`config.mk`:
```
export PLATFORM = sky130hd
export DESIGN_NAME = cache_perf_monitor
export DESIGN_NICKNAME = d
export VERILOG_FILES = /design/src/rtl/cache_perf_monitor.sv
export SDC_FILE = /design/constraint.sdc
export NUM_CORES = 1
export LEC_CHECK = 0
export ABC_CLOCK_PERIOD_IN_PS = 2750
export CAP_MARGIN = 20
export CORE_ASPECT_RATIO = 0.5
export CORE_MARGIN = 10
export CORE_UTILIZATION = 45
export CTS_CLUSTER_DIAMETER = 80
export DETAILED_ROUTE_END_ITERATION = 10
export DONT_BUFFER_PORTS = 1
export GPL_ROUTABILITY_DRIVEN = 0
export PLACE_DENSITY_LB_ADDON = 0.05
export SKIP_LAST_GASP = 1
export SLEW_MARGIN = 5
export SYNTH_ARGS = -nofsm -noshare
export SYNTH_HDL_FRONTEND = slang
export SYNTH_SLANG_ARGS = --single-unit
```
`constraint.sdc`:
```
create_clock -name clk_i -period 2.75 [get_ports clk_i]
set_input_delay 0.275 -clock clk_i [delete_from_list [all_inputs] [get_ports clk_i]]
set_output_delay 0.275 -clock clk_i [all_outputs]
set_load 0.01 [all_outputs]
```
`src/rtl/cache_perf_monitor.sv`:
```
// Per-channel data-cache access classifier with saturating event counters,
// a shared cycle counter and a registered one-cycle-latency readout port.

module cpm_lane #(
    parameter int CNT_W = 32
) (
    input  logic                  clk_i,
    input  logic                  rst_i,
    input  logic                  en_i,
    input  logic                  clr_i,
    input  logic                  stall_i,
    input  logic                  idle_i,
    input  logic                  dirty_i,
    input  logic                  rd_acc_i,
    input  logic                  wr_acc_i,
    output logic [4:0]            evt_o,
    output logic [4:0][CNT_W-1:0] cnt_o,
    output logic                  ovf_o
);
    localparam int RH = 0, RM = 1, WH = 2, WM = 3, WB = 4;

    logic       pend;
    logic       miss_start, release_c;
    logic [4:0] ev;

    assign miss_start = stall_i & idle_i;
    assign release_c  = ~stall_i;

    always_comb begin
        ev     = '0;
        ev[WM] = miss_start & wr_acc_i;
        ev[RM] = miss_start & ~wr_acc_i & rd_acc_i;
        ev[WB] = miss_start & dirty_i & (rd_acc_i | wr_acc_i);
        // The release cycle of a miss is the refill completing, not a hit.
        ev[WH] = release_c & ~pend & wr_acc_i;
        ev[RH] = release_c & ~pend & ~wr_acc_i & rd_acc_i;
    end

    // Miss tracking ignores en/clr so that gating never fabricates a hit.
    always_ff @(posedge clk_i) begin
        if (!rst_i)          pend <= 1'b0;
        else if (miss_start) pend <= 1'b1;
        else if (release_c)  pend <= 1'b0;
    end

    always_ff @(posedge clk_i) begin
        if (!rst_i) evt_o <= '0;
        else        evt_o <= en_i ? ev : 5'b0;
    end

    always_ff @(posedge clk_i) begin
        if (!rst_i || clr_i) begin
            cnt_o <= '0;
            ovf_o <= 1'b0;
        end else if (en_i) begin
            for (int k = 0; k < 5; k++) begin
                if (ev[k]) begin
                    if (&cnt_o[k]) ovf_o    <= 1'b1;
                    else           cnt_o[k] <= cnt_o[k] + 1'b1;
                end
            end
        end
    end
endmodule

module cache_perf_monitor #(
    parameter int NUM_CH = 2,
    parameter int CNT_W  = 32,
    parameter int SEL_W  = 3
) (
    input  logic                  clk_i,
    input  logic                  rst_i,
    input  logic                  en_i,
    input  logic                  clr_i,
    input  logic [NUM_CH-1:0]     stall_i,
    input  logic [NUM_CH-1:0]     idle_i,
    input  logic [NUM_CH-1:0]     dirty_i,
    input  logic [NUM_CH-1:0]     rd_acc_i,
    input  logic [NUM_CH-1:0]     wr_acc_i,
    input  logic                  rd_req_i,
    input  logic [SEL_W-1:0]      rd_ch_i,
    input  logic [2:0]            rd_evt_i,
    output logic                  rd_valid_o,
    output logic [CNT_W-1:0]      rd_data_o,
    output logic [5*NUM_CH-1:0]   evt_o,
    output logic [NUM_CH-1:0]     ovf_o
);
    logic [NUM_CH-1:0][4:0][CNT_W-1:0] cnt;
    logic [NUM_CH-1:0][4:0]            evt;
    logic [CNT_W-1:0]                  cyc_cnt;
    logic [CNT_W-1:0]                  sel_val;

    genvar c;
    generate
        for (c = 0; c < NUM_CH; c++) begin : g_lane
            cpm_lane #(.CNT_W(CNT_W)) u_lane (
                .clk_i    (clk_i),
                .rst_i    (rst_i),
                .en_i     (en_i),
                .clr_i    (clr_i),
                .stall_i  (stall_i[c]),
                .idle_i   (idle_i[c]),
                .dirty_i  (dirty_i[c]),
                .rd_acc_i (rd_acc_i[c]),
                .wr_acc_i (wr_acc_i[c]),
                .evt_o    (evt[c]),
                .cnt_o    (cnt[c]),
                .ovf_o    (ovf_o[c])
            );
        end
    endgenerate

    assign evt_o = evt;

    always_ff @(posedge clk_i) begin
        if (!rst_i || clr_i)          cyc_cnt <= '0;
        else if (en_i && !(&cyc_cnt)) cyc_cnt <= cyc_cnt + 1'b1;
    end

    // Unmatched channel or event codes 6-7 fall through to zero.
    always_comb begin
        sel_val = '0;
        if (rd_evt_i == 3'd5) begin
            sel_val = cyc_cnt;
        end else begin
            for (int ch = 0; ch < NUM_CH; ch++)
                for (int k = 0; k < 5; k++)
                    if (rd_ch_i == SEL_W'(ch) && rd_evt_i == 3'(k))
                        sel_val = cnt[ch][k];
        end
    end

    always_ff @(posedge clk_i) begin
        if (!rst_i) begin
            rd_valid_o <= 1'b0;
            rd_data_o  <= '0;
        end else begin
            rd_valid_o <= rd_req_i;
            if (rd_req_i) rd_data_o <= sel_val;
        end
    end
endmodule

```
==> impl_table.tex, run 1 <==
\begin{tabular}{lr}
\hline
Metric & Value \\
\hline
\multicolumn{2}{l}{\textbf{Layout}} \\
\quad Final core utilization & 50.0\% \\
\quad Multi-input combinational cell area & 12500 sq um \\
\quad Most common library cell in the layout ignoring fill and taps & dfxtp\_1 \\
\quad Fraction of final layout cells with drive strength greater than 1 & under 10\% \\
\quad Layout overhead on the synthesized area & 10.2\% \\
\quad Final Net Count & 2557 \\
\quad Filler cell count & 4580 \\
\quad Commonest non-fill, non-tap cells in the layout & dfxtp\_1, nor2\_1, nand2\_1 \\
\quad Sequential cell area in the final layout & 7990 sq um \\
\multicolumn{2}{l}{\textbf{CTS}} \\
\quad Clock tree root buffer cell & clkbuf\_16 \\
\quad Worst skew pair latency & 0.55 ns \\
\quad H-tree depth & 2 \\
\quad Clock tree from TritonCTS & yes \\
\quad CTS resizes & 0 \\
\quad CTS Sinks & 399 \\
\quad Number of buffers added by the clock tree synthesis step & 40 \\
\quad Maximum buffer depth of the clock tree & 3 \\
\quad Clock input transition at the sequential cells of the worst setup and hold paths & 0.07 ns \\
\multicolumn{2}{l}{\textbf{Synthesis}} \\
\quad Number of nets in the synthesized netlist & 2576 \\
\quad Gate Count Post-Synth & around 2500 \\
\quad Synth Warn \# & 0 \\
\quad Post-synth EDFFs & 0 \\
\quad Top FF cell, synth & dfxtp\_1 \\
\quad Cell area after technology mapping & 21200 sq um \\
\quad Distinct cell type count after synthesis & 81 \\
\quad Library cell with the largest summed area after synthesis & dfxtp\_1 \\
\quad Register area share after synthesis & 37.7\% \\
\quad Async S/R FF share, synth & 0\% \\
\quad Post-Syn Area per Cell & 8.33 sq um \\
\quad Seq cells post-synth & around 400 \\
\quad Share of Yosys cell area claimed by the top area cell type & 37.7\% \\
\quad Dominant cells by area after synthesis & dfxtp\_1, xor2\_1, nor2\_1, xnor2\_1, nand4\_1 \\
\multicolumn{2}{l}{\textbf{Global route}} \\
\quad Pin count of the biggest net entering global routing & 60 \\
\quad Congestion Overflow GR & 0 \\
\quad Antenna violations before repair & 3 \\
\quad Vias in the first global route & 17700 \\
\quad Wire length of the first global-routing pass & 112 mm \\
\quad GRT Util Overall & 25.2\% \\
\multicolumn{2}{l}{\textbf{Hold path}} \\
\quad Type of the tightest min-delay check & input pin to flip-flop \\
\quad Worst hold path endpoint & g\_lane[1].u\_lane.evt\_o[4] \\
\quad Cell depth of the worst hold path & 2 \\
\quad Hold path startpoint & wr\_acc\_i[1] \\
\multicolumn{2}{l}{\textbf{Critical path}} \\
\quad Slowest Stage Delay on Critical Path & 1.27 ns \\
\quad First element of the critical path & rd\_req\_i \\
\quad Start-to-end type of the worst setup path & input pin to flip-flop \\
\quad Count of cells along the worst register-to-register path & 6 \\
\quad FF-to-FF setup slack & around 0.26 ns \\
\quad Sequence of cells on the critical path & dlygate4sd3\_1 > nor2b\_2 > a221o\_1 > a21oi\_1 > a211oi\_1 > dlygate4sd3\_1 \\
\quad Endpoint of the most critical register-to-register path & rd\_data\_o[2] \\
\quad Cell type of the slowest stage on the worst timing path & dlygate4sd3\_1 \\
\quad Highest net fanout along the worst path & 27 \\
\quad CP Capture Type & flip-flop \\
\quad Worst EP required & around 3.2 ns \\
\quad Kind of start point of the critical path & input pin \\
\quad Beginning of the worst register-to-register path & g\_lane[0].u\_lane.cnt\_o[2] \\
\quad Data arrival time of the critical path & 3.03 ns \\
\quad Cell repeated most along the worst path & dlygate4sd3\_1 \\
\multicolumn{2}{l}{\textbf{Route}} \\
\quad Antenna Violating Nets Remaining & 0 \\
\quad Vias per cell & slightly above 6 \\
\quad DR WL/cell & 23.3 um \\
\quad Total number of vias & 19400 \\
\quad Iteration-0 DRC count of the detailed router & around 2100 \\
\quad DRC violations left & 0 \\
\quad Drt pass-1 iters & 5 \\
\quad Total routed wirelength & 74.3 mm \\
\multicolumn{2}{l}{\textbf{Die}} \\
\quad Area inside the core boundary & 46700 sq um \\
\quad Die Width & 327 um \\
\quad Die height & 173 um \\
\quad Rows & 56 \\
\quad Die Outline Area & 56700 sq um \\
\quad Initial Util & between 40\% and 50\% \\
\quad Number of top-level pins & 66 \\
\multicolumn{2}{l}{\textbf{STA}} \\
\quad Total negative slack for setup checks & 0 ns \\
\quad Worst Skew & 0.0134 ns \\
\quad Final count of hold timing violations & 0 \\
\quad Clock period minus final worst setup slack & 2.59 ns \\
\quad Final Setup Violations & 0 \\
\quad Worst-Margin Slew & about 1.2 ns \\
\quad Period Utilization, post-route & a little over nine tenths \\
\quad Slew Limit Headroom & 21.5\% \\
\quad Maximum operating frequency & 0.385 GHz \\
\quad Final WS setup & 0.156 ns \\
\quad Fin. max-slew vios & 0 \\
\quad RSZ-0062 raised after global routing & false \\
\multicolumn{2}{l}{\textbf{Power}} \\
\quad P\_leak & 0.00749 uW \\
\quad Pwr Density & 502 nW/um\^{}2 \\
\quad Peak supply drop & 0.316 mV \\
\multicolumn{2}{l}{\textbf{Placement}} \\
\quad HPWL after DPL & 54.6 mm \\
\quad DP Worst Slack & 0.202 ns \\
\quad I/O Buffers & 0 \\
\multicolumn{2}{l}{\textbf{Flow run}} \\
\quad Number of max-cap violations & 0 \\
\multicolumn{2}{l}{\textbf{Outcome}} \\
\quad Outcome & complete, no violations \\
\hline
\end{tabular}
-- cells by family after synthesis --
group	after synthesis	synth area share, %
adders and majority gates	11	0.649
AOI/OAI and AO/OA	379	12.8
and+or+nand+nor	1251	30.8
xor gates and xnor gates	289	11.9
buffers and inverters	171	3.43
DFF	399	37.7
muxes	44	2.67
-- power breakdown --
part,internal [uW],switching (uW)
Sequential,5800,35.2
Combinational,128,303
Clock,3040,2430
Total,8970,2760
-- layout make-up --
type,count,area share [%]
inverter,27,0.434
sequential,399,34.2
antenna,4,0.0428
tap,638,3.42
timing repair buffer,83,3.03
clock buffer,57,4.82
clock inverter,13,0.509
multi-input combinational,1974,53.6
-- flip-flops by register name, summed over array words and instances (netlist names) --
signal / count
rd_valid_o: 1
g_lane.u_lane.ovf_o: 2
g_lane.u_lane.pend: 2
g_lane.u_lane.evt_o: 10
rd_data_o: 32
g_lane.u_lane.cnt_o: 320
cyc_cnt: 32
-- per-stage QoR --
stage | total power (uW) | area, sq um | hold slack (ns) | cells
2_1_floorplan | 6240 | 21200 | 0.413 | 2544
6_report | 11700 | 23400 | 0.0188 | 3195
3_5_place_dp | 6350 | 22000 | 0.356 | 3107
5_1_grt | 12100 | 23400 | 0.00311 | 3191
3_3_place_gp | 6350 | 22000 | 0.356 | 3107
4_1_cts | 11800 | 23300 | 0.00445 | 3189
-- routing by layer --
metal / vias to the layer above / GRT usage [%] / share of wire, %
met4: 0 / 6.40 / 2.5
met1: 9340 / 35.1 / 46
li1: 9235 / - / -
met3: 119 / 5.25 / 7.8
met5: - / 0 / 0
met2: 718 / 39.1 / 44
-- how the worst max path moves through the flow --
stage                     cells after the start  slack, ns                          to
after floorplan                               8       0.62  g_lane[0].u_lane.cnt_o[43]
after global placement                        6       0.21               rd_data_o[19]
after detailed placement                      6       0.20               rd_data_o[19]
after CTS                                     6       0.25                rd_data_o[2]
after global routing                          6       0.06                rd_data_o[2]
final                                         6       0.16                rd_data_o[2]
-- synthesized netlist by cell type (11+ instances only) --
library cell and count:
o2111ai_1 11, nand2_1 189, o221ai_1 16, nor2_1 381, and2_1 25, nor4_1 40
nand4_1 135, a22o_1 15, a22oi_1 20, a211oi_1 13, nor3b_1 13, a221o_1 12
buf_2 31, dfxtp_1 399, clkbuf_1 98, a21oi_1 94, and3_1 78, or3_1 36
o21ai_0 64, and4_1 49, a211o_1 13, o2bb2ai_1 22, inv_1 26, xnor2_1 109
or4_1 13, ha_1 11, a221oi_1 25, mux2i_1 34, o211ai_1 25, nand3_1 159
nor3_1 64, xor2_1 180
-- timing repair --
action | 4_1_cts | 5_1_grt
hold endpoints to repair | 34 | 3
hold buffers | 12 | 2
setup buffers | 0 | 0
-- worst max-delay path: cells and delay by family --
family          cells  cell delay, ns
buf+inv             2            1.87
compound gates      3            0.57
simple gates        1            0.30
No activity file was read; power rests on OpenSTA's default activity.
==> run 2: changes to the inputs <==
--- a/config.mk
+++ b/config.mk
@@ -5,6 +5,7 @@
 export SDC_FILE = /design/constraint.sdc
 export NUM_CORES = 1
 export LEC_CHECK = 0
+export ABC_AREA = 1
 export ABC_CLOCK_PERIOD_IN_PS = 2750
 export CAP_MARGIN = 20
 export CORE_ASPECT_RATIO = 0.5
==> run 2 against run 1 <==
Flip-flop and latch count is the same; die area grew 15%; highest routed layer unchanged; routed wire length grew 24%; largest power group is now the clock network; clock-buffer cell count shrank 6.
==> impl_table.tex, run 2 <==
\begin{tabular}{lr}
\hline
Metric & Value \\
\hline
\multicolumn{2}{l}{\textbf{Global route}} \\
\quad Antenna violations before repair & 0 \\
\quad Congestion Overflow GR & 0 \\
\quad Vias in the first global route & 24200 \\
\quad Pin count of the biggest net entering global routing & 108 \\
\quad Wire length of the first global-routing pass & 142 mm \\
\quad GRT Util Overall & 27.5\% \\
\multicolumn{2}{l}{\textbf{Hold path}} \\
\quad Hold path startpoint & wr\_acc\_i[0] \\
\quad Worst hold path endpoint & g\_lane[0].u\_lane.evt\_o[4] \\
\quad Type of the tightest min-delay check & input pin to flip-flop \\
\quad Cell depth of the worst hold path & 2 \\
\multicolumn{2}{l}{\textbf{Critical path}} \\
\quad Start-to-end type of the worst setup path & flip-flop to flip-flop \\
\quad Beginning of the worst register-to-register path & g\_lane[0].u\_lane.cnt\_o[49] \\
\quad FF-to-FF setup slack & 0.43 ns \\
\quad Data arrival time of the critical path & $\sim$2.8 ns \\
\quad Worst EP required & 3.19 ns \\
\quad Kind of start point of the critical path & flip-flop \\
\quad Count of cells along the worst register-to-register path & 10 \\
\quad Endpoint of the most critical register-to-register path & g\_lane[0].u\_lane.cnt\_o[51] \\
\quad Highest net fanout along the worst path & 14 \\
\quad CP Capture Type & flip-flop \\
\multicolumn{2}{l}{\textbf{Layout}} \\
\quad Layout overhead on the synthesized area & 9.42\% \\
\quad Largest register by flop count & g\_lane.u\_lane.cnt\_o \\
\quad Fraction of final layout cells with drive strength greater than 1 & 5.06\% \\
\quad Largest regs & g\_lane.u\_lane.cnt\_o: 320 flops, cyc\_cnt: 32 flops, rd\_data\_o: 32 flops \\
\quad Max FFs per register & 320 \\
\quad Number of cells in the finished layout apart from fillers & 4719 \\
\quad Final core utilization & 50.1\% \\
\quad Final Net Count & 3977 \\
\quad Antenna diode count & 0 \\
\quad Filler cell count & $\sim$5700 \\
\quad Sequential cell area in the final layout & 7990 sq um \\
\quad Post-route standard cell area excluding fillers & 27100 sq um \\
\quad Commonest non-fill, non-tap cells in the layout & nand2\_1, nor2\_1, dfxtp\_1 \\
\quad Multi-input combinational cell area & $\sim$15000 sq um \\
\quad Most common library cell in the layout ignoring fill and taps & nand2\_1 \\
\multicolumn{2}{l}{\textbf{Power}} \\
\quad Peak supply drop & about 0.37 mV \\
\quad Final Total Pwr & around 12000 uW \\
\quad P\_leak & 0.00876 uW \\
\quad Pwr Density & 455 nW/um\^{}2 \\
\multicolumn{2}{l}{\textbf{Route}} \\
\quad Metal1 wirelength & 41.1 mm \\
\quad Total number of vias & 26500 \\
\quad Iteration-0 DRC count of the detailed router & 3126 \\
\quad DR WL/cell & about 20 um \\
\quad Met3 WL & 7.79 mm \\
\quad Total routed wirelength & 92.4 mm \\
\quad Antenna Violating Nets Remaining & 0 \\
\quad Drt pass-1 iters & 6 \\
\quad Highest metal layer with signal wires & met4 \\
\quad DRC violations left & 0 \\
\quad Met2 wire len & 40.5 mm \\
\quad Vias per cell & 5.61 \\
\multicolumn{2}{l}{\textbf{Synthesis}} \\
\quad Library cell with the largest summed area after synthesis & dfxtp\_1 \\
\quad Register area share after synthesis & 32.2\% \\
\quad Gate Count Post-Synth & just under 4000 \\
\quad Top FF cell, synth & dfxtp\_1 \\
\quad Most common library cells after synthesis & nand2\_1, nor2\_1, dfxtp\_1 \\
\quad Most common cell in the synthesized netlist & nand2\_1 \\
\quad Async S/R FF share, synth & 0\% \\
\quad Post-Syn Area per Cell & around 6.2 sq um \\
\quad Seq cells post-synth & 399 \\
\quad Post-synth EDFFs & 0 \\
\quad Dominant cells by area after synthesis & dfxtp\_1, nand2\_1, a21oi\_1, xor2\_1, nor2\_1 \\
\quad Synth Warn \# & 0 \\
\quad Share of Yosys cell area claimed by the top area cell type & 32.2\% \\
\quad Cell area after technology mapping & between 20000 and 25000 sq um \\
\quad Number of nets in the synthesized netlist & between 4000 and 5000 \\
\quad Distinct cell type count after synthesis & 42 \\
\multicolumn{2}{l}{\textbf{CTS}} \\
\quad Clock tree from TritonCTS & yes \\
\quad Number of post-CTS setup repair buffers & 0 \\
\quad CTS Sinks & 399 \\
\quad Clock input transition at the sequential cells of the worst setup and hold paths & about 0.070 ns \\
\quad H-tree depth & 2 \\
\quad Maximum buffer depth of the clock tree & 3 \\
\quad Clock tree root buffer cell & clkbuf\_16 \\
\quad Worst skew pair latency & 0.59 ns \\
\quad Number of buffers added by the clock tree synthesis step & 40 \\
\multicolumn{2}{l}{\textbf{Die}} \\
\quad Area inside the core boundary & between 50000 and 60000 sq um \\
\quad Number of top-level pins & 66 \\
\quad Die Width & about 350 um \\
\quad Initial Util & 45.8\% \\
\quad Rows & 60 \\
\quad Die height & 186 um \\
\quad Die Outline Area & 65400 sq um \\
\multicolumn{2}{l}{\textbf{Flow run}} \\
\quad Number of max-cap violations & 0 \\
\multicolumn{2}{l}{\textbf{Outcome}} \\
\quad Outcome & complete, no violations \\
\multicolumn{2}{l}{\textbf{STA}} \\
\quad Period Utilization, post-route & 84.2\% \\
\quad Maximum operating frequency & 0.432 GHz \\
\quad Total negative slack for setup checks & 0 ns \\
\quad Worst-Margin Slew & $\sim$0.88 ns \\
\quad Final count of hold timing violations & 0 \\
\quad Clock period minus final worst setup slack & 2.32 ns \\
\quad Fin. max-slew vios & 0 \\
\quad Slew Limit Headroom & between 40\% and 50\% \\
\quad RSZ-0062 raised after global routing & false \\
\quad Final Setup Violations & 0 \\
\quad Worst Skew & 0.0448 ns \\
\multicolumn{2}{l}{\textbf{Placement}} \\
\quad I/O Buffers & 0 \\
\quad HPWL after DPL & 70.5 mm \\
\quad Total placed cells including tap cells & between 4000 and 5000 \\
\quad Dpl cell area & 25600 sq um \\
\hline
\end{tabular}
[run 2: cell count changes in the layout (fill, tap and decap cells not counted), sizes merged, moves of 81 or more]
cell   change
nand2   +1094
a21oi    +303
inv      +302
nor3     +115
nor2      +92
xnor2     -81
[run 2: timing repair]
item,4_1_cts,5_1_grt
hold endpoints to repair,15,0
endpoints found under the setup margin,0,3
hold buffers,14,0
resized for setup,0,1
[run 2: per-stage QoR]
| stage | hold slack, ns | worst slack [ns] |
|---|---|---|
| detailed placement | 0.380 | 0.298 |
| floorplan | 0.368 | 0.980 |
| CTS | 0.0180 | 0.237 |
| global route | 0.0361 | 0.171 |
| global placement | 0.376 | 0.329 |
| finish | 0.0249 | 0.435 |
[run 2: how the worst max path moves through the flow]
stage / start / to / slack (ns) / cells past startpoint
floorplan: g_lane[1].u_lane.cnt_o[0] / g_lane[1].u_lane.cnt_o[28] / 0.98 / 11
CTS: wr_acc_i[1] / g_lane[1].u_lane.cnt_o[58] / 0.24 / 10
finish: g_lane[0].u_lane.cnt_o[49] / g_lane[0].u_lane.cnt_o[51] / 0.43 / 10
global placement: rd_evt_i[2] / rd_data_o[4] / 0.33 / 11
detailed placement: rd_evt_i[2] / rd_data_o[4] / 0.30 / 11
global route: stall_i[1] / g_lane[1].u_lane.cnt_o[54] / 0.17 / 11
[run 2: layout make-up]
cell class              instances  area share, %
flip-flops and latches        399           29.5
inverters                     330           4.61
clock buffers                  51           4.10
multi-input cells            3092           54.8
repair buffers                 82           2.54
clock inverters                21           1.04
well taps                     744           3.43
[run 2: critical path, cell delays in order, from the launching register on]
cell,delay (ns)
dfxtp_1,0.46
nand2_1,0.14
nor3_1,0.26
nand2_1,0.13
nor2_1,0.14
nand2_1,0.16
nand2_2,0.32
inv_2,0.20
buf_4,0.23
nand2_1,0.08
a21oi_1,0.06
[run 2: kinds of logic (layout without fill, tap and decap cells)]
kind of cell,after synthesis,count (layout),synth area share [%]
simple gates,2320,2320,40.0
compound gates,518,518,10.6
buf+inv,486,484,7.98
flops,399,399,32.2
xor+xnor,243,243,8.59
fa+ha+maj,11,11,0.555
[run 2: metal layers]
metal	track usage (%)	up-vias
met2	43.5	1045
met1	37.8	12400
met5	0	-
met4	8.78	0
li1	-	12900
met3	4.37	160
[run 2: where the power goes]
part           internal (uW)  switching (uW)  total, uW
clock network           3450            2600       6050
registers               5800            29.0       5830
logic                    110             359        469
